[config.mk]
export PLATFORM = sky130hd
export DESIGN_NAME = switch_allocator
export DESIGN_NICKNAME = d
export VERILOG_FILES = /design/src/rtl/switch_allocator.sv
export SDC_FILE = /design/constraint.sdc
export NUM_CORES = 1
export LEC_CHECK = 0
export ABC_CLOCK_PERIOD_IN_PS = 11480
export BUFFER_PORTS_ARGS = -buffer_cell sky130_fd_sc_hd__buf_2
export CAP_MARGIN = 20
export CORE_MARGIN = 2
export CORE_UTILIZATION = 55
export CTS_BUF_LIST = sky130_fd_sc_hd__clkbuf_8
export CTS_CLUSTER_SIZE = 16
export DETAILED_ROUTE_END_ITERATION = 16
export PLACE_DENSITY = 0.73
export SLEW_MARGIN = 20
export SYNTH_ARGS = -nofsm -noshare
export SYNTH_HDL_FRONTEND = slang
export SYNTH_SLANG_ARGS = --single-unit
[constraint.sdc]
create_clock -name clk -period 11.48 [get_ports clk]
set_input_delay 1.148 -clock clk [delete_from_list [all_inputs] [get_ports clk]]
set_output_delay 1.148 -clock clk [all_outputs]
set_load 0.05 [all_outputs]
[src/rtl/switch_allocator.sv]
// Per-output wormhole switch allocator: round-robin among idle requesters, lock held until the TAIL flit.
// Grants are combinational from state and requests; a cleared credit_ok_i withholds the grant and freezes that output's state.
module switch_allocator #(
  parameter int PORT_NUM  = 5,
  parameter int PORT_SIZE = $clog2(PORT_NUM)
) (
  input  logic                                clk,
  input  logic                                rst,
  input  logic [PORT_NUM-1:0]                 req_valid_i,
  input  logic [PORT_NUM-1:0][PORT_SIZE-1:0]  req_port_i,
  input  logic [PORT_NUM-1:0]                 req_tail_i,
  input  logic [PORT_NUM-1:0]                 credit_ok_i,
  output logic [PORT_NUM-1:0]                 grant_o,
  output logic [PORT_NUM-1:0][PORT_SIZE-1:0]  xbar_sel_o,
  output logic [PORT_NUM-1:0]                 xbar_valid_o
);

  typedef enum logic {IDLE = 1'b0, LOCKED = 1'b1} state_t;

  state_t               state_q [PORT_NUM];
  state_t               state_d [PORT_NUM];
  logic [PORT_SIZE-1:0] owner_q [PORT_NUM];
  logic [PORT_SIZE-1:0] owner_d [PORT_NUM];
  logic [PORT_SIZE-1:0] ptr_q   [PORT_NUM];
  logic [PORT_SIZE-1:0] ptr_d   [PORT_NUM];

  logic [PORT_NUM-1:0]  req_mat [PORT_NUM];
  logic [PORT_NUM-1:0]  win_vld;
  logic [PORT_SIZE-1:0] win_idx [PORT_NUM];

  // req_mat[o][i]: input i wants output o; out-of-range port numbers never match
  always_comb begin
    for (int o = 0; o < PORT_NUM; o++) begin
      for (int i = 0; i < PORT_NUM; i++) begin
        req_mat[o][i] = req_valid_i[i] && (req_port_i[i] == PORT_SIZE'(o));
      end
    end
  end

  always_comb begin
    int idx;
    idx     = 0;
    win_vld = '0;
    for (int o = 0; o < PORT_NUM; o++) begin
      win_idx[o] = '0;
      if (credit_ok_i[o]) begin
        if (state_q[o] == LOCKED) begin
          if (req_mat[o][owner_q[o]]) begin
            win_vld[o] = 1'b1;
            win_idx[o] = owner_q[o];
          end
        end else begin
          // Scan in reverse priority so the last hit is the first requester after ptr.
          for (int k = PORT_NUM - 1; k >= 0; k--) begin
            idx = int'(ptr_q[o]) + k;
            if (idx >= PORT_NUM) idx = idx - PORT_NUM;
            if (req_mat[o][idx]) begin
              win_vld[o] = 1'b1;
              win_idx[o] = PORT_SIZE'(idx);
            end
          end
        end
      end
    end
  end

  always_ff @(posedge clk or negedge rst) begin
    if (!rst) begin
      for (int o = 0; o < PORT_NUM; o++) begin
        state_q[o] <= IDLE;
        owner_q[o] <= '0;
        ptr_q[o]   <= '0;
      end
    end else begin
      state_q <= state_d;
      owner_q <= owner_d;
      ptr_q   <= ptr_d;
    end
  end

  always_comb begin
    for (int o = 0; o < PORT_NUM; o++) begin
      state_d[o] = state_q[o];
      owner_d[o] = owner_q[o];
      ptr_d[o]   = ptr_q[o];
      if (win_vld[o]) begin
        if (state_q[o] == IDLE) begin
          ptr_d[o] = (win_idx[o] == PORT_SIZE'(PORT_NUM - 1)) ? '0 : win_idx[o] + PORT_SIZE'(1);
          if (!req_tail_i[win_idx[o]]) begin
            state_d[o] = LOCKED;
            owner_d[o] = win_idx[o];
          end
        end else if (req_tail_i[win_idx[o]]) begin
          state_d[o] = IDLE;
        end
      end
    end
  end

  always_comb begin
    grant_o = '0;
    for (int o = 0; o < PORT_NUM; o++) begin
      xbar_valid_o[o] = win_vld[o];
      xbar_sel_o[o]   = win_vld[o] ? win_idx[o] : '0;
      for (int i = 0; i < PORT_NUM; i++) begin
        if (win_vld[o] && (win_idx[o] == PORT_SIZE'(i))) grant_o[i] = 1'b1;
      end
    end
  end

endmodule

==> metrics.yaml <==
global_routing:
  overflow: 0
  grt_pass1_wl_mm: 42.4
  grtUsageTotal: 0.304
  grt_max_degree: 36
  grt_pass1_vias: 8238
  antenna_found_initial: 0
worst_setup_path:
  critPathMaxFanout: 26
  startpoint_type: "flip-flop"
  slowest_delay_ns: 0.93
  critPathKind: "flip-flop to primary output"
  crit_required_ns: 10.33
  cp_cell_sequence: "inv_1 > ha_1 > nand3b_1 > a221oi_4 > mux2i_1 > a21oi_1 > a21oi_1 > o32a_1 > o31ai_2 > mux2i_1 > nor2_1 > inv_1 > ha_1 > a222oi_1 > nand2_1 > buf_2"
  ff2ff_path_depth: 13
  worstPathArrival_ns: 5.88
  cp_slowest_cell: "dfrtp_1"
  endpoint_kind: "primary output"
clock_tree:
  cts.sinks: 35
  clk_path_buf_depth: 2
  cts.repair.resized: 0
  clk_latency_ns: 0.30
  cts.clk_slew.worst_paths_ns: 0.07
  post-cts-setup-buffers: 0
  cts_buffers: 5
  cts_max_level: 2
  cts_tree: "done"
  cts_hold_buf: 0
  cts-root-buf: "clkbuf_8"
yosys:
  ys.flop_type: "dfrtp_1"
  synth-edff-count: 0
  yosysTopAreaCellShare: 0.124
  yosysWarnings: 0
  yosysMostFrequentCell: "nand2_1"
  ys_top_cells_by_count: "100 x nand2_1, 87 x ha_1, 80 x nor2_1"
  synth_area_um2: 8790
  yosysSeqAreaShare: 0.0996
  synth.area.top_cells: "ha_1 12%, dfrtp_1 10%, mux2i_1 7.9%"
  yosys.area.top_type: "ha_1"
  async_flop_share: 1.00
  synth_cell_types: 100
  postSynthCellCount: 1136
  synth_fp_nets: 1255
  syn_avg_cell_area_um2: 7.74
  ys_ff_latch: 35
place:
  hpwl_mm: 19.9
  gp_congestion: 0.973
  detailed_place.area_um2: 9240
  io_buffers: 56
timing:
  max_slew_margin: 0.406
  clock.fmax_mhz: 142
  rsz0062_at_grt: "false"
  finalSetupTns_ns: 0
  drv_slew: 0
  finalClockSkew_ns: 0.0150
  layout_min_cycle_time_ns: 7.03
  setup_violations: 0
  finalHoldViolations: 0
  worst_slew_pin_slew_ns: 0.890
  fin_crit_sh: 0.613
floorplanning:
  start_util: 0.558
  core-area_um2: 15800
  die_h_um: 130
  ioPinCount: 57
  num_rows: 46
  fp.dieW_um: 130
  die-area_um2: 17000
layout:
  n_antenna_cell: 0
  synthToLayoutAreaGrowth_pct: 6.33
  fillers: 1464
  final_cell_area_um2: 9350
  nets: 1279
  drive_gt1_frac: 0.128
route:
  wirelength_mm: 26.2
  vias: 9174
  drc: 0
  wire_per_inst_um: 19.0
  viasPerCell: 6.66
  drtIter0Drc: 861
  ant_nets: 0
  drtPass1Iterations: 8
worst_hold_path:
  whs_path_depth: 1
  hp-class: "flip-flop to flip-flop"
power:
  cellLeakagePower_uw: 0.00417
  peakVddDrop_v: 0.000268
  p_per_area_nw_per_um2: 287
  power_uw: 2680
outcome:
  outcome: "complete, no violations"
run:
  maxCapViolCount: 0
[per-layer routing]
layer	track usage	vias up	wire length, um
li1	-	4381	-
met1	0.425	4319	11800
met2	0.497	415	11900
met3	0.0419	59	1800
met4	0.0788	0	674
met5	0	-	0
[area by class of cell]
type / count / area, um2 / share of cell area
repair buffers: 71 / 393 / 0.0420
inverters: 60 / 225 / 0.0241
well taps: 216 / 270 / 0.0289
flip-flops and latches: 35 / 876 / 0.0937
clock inverters: 3 / 43.8 / 0.00468
clock buffers: 5 / 68.8 / 0.00736
multi-input cells: 987 / 7470 / 0.799
[final timing paths]
| path | start | to | slack, ns |
|---|---|---|---|
| worst max-delay path | ptr_q[9] | grant_o[2] | 4.45 |
| worst min-delay path | owner_q[5] | owner_q[5] | 0.55 |
| worst max register to register | ptr_q[9] | owner_q[9] | 5.95 |
| worst min register to register | owner_q[5] | owner_q[5] | 0.55 |
| max in group asynchronous | rst | owner_q[9] | 9.99 |
| min in group asynchronous | rst | state_q[3] | 0.96 |
[where the power goes]
part / internal [uW] / switching [uW]
Sequential: 169 / 122
Combinational: 845 / 1430
Clock: 64.7 / 50.4
[registers in the layout, indices dropped and copies added (netlist names)]
register	count
state_q	5
ptr_q	15
owner_q	15
[critical path: cells and delay by family (launching register included)]
family / cells / cell delay [ns]
compound gates: 6 / 2.06
fa+ha+maj: 2 / 0.98
buf+inv: 3 / 0.77
flops: 1 / 0.93
mux: 2 / 0.29
simple gates: 3 / 0.53
[cells in the final DEF, fill, tap and decap left out, drive strengths merged, types with 10 or more instances in the layout]
cell,instances
and2,13
o22ai,12
nand3,31
mux2i,69
mux2,26
nor4,11
inv,59
a211o,10
a211oi,26
a21o,18
a21oi,74
xor2,14
nor4bb,11
o31ai,13
nand3b,13
o21ai,60
nor2b,17
mux4,13
nor2,80
ha,87
a22o,12
o211ai,15
nand2,100
dfrtp,35
nand2b,21
xnor2,16
buf,71
o21a,10
nor3,34
[cell families (layout without fill, tap and decap cells)]
group / after synthesis / count (layout) / synth area share
DFF: 35 / 35 / 0.0996
muxes: 108 / 108 / 0.145
AOI/OAI and AO/OA: 350 / 350 / 0.292
and+or+nand+nor: 412 / 412 / 0.258
xor gates and xnor gates: 30 / 30 / 0.0299
adders and majority gates: 87 / 87 / 0.124
buffers and inverters: 114 / 139 / 0.0526
[per-stage QoR]
step | setup slack (ns) | utilization | hold WS, ns | std cells
2_1_floorplan | 5.43 | - | 0.481 | 1136
3_3_place_gp | 5.07 | 0.586 | 0.532 | 1369
3_5_place_dp | 4.89 | 0.586 | 0.539 | 1369
4_1_cts | 4.54 | 0.593 | 0.559 | 1377
5_1_grt | 4.01 | 0.593 | 0.594 | 1377
6_report | 4.45 | 0.593 | 0.554 | 1377
(Power assumes the default switching activity.)
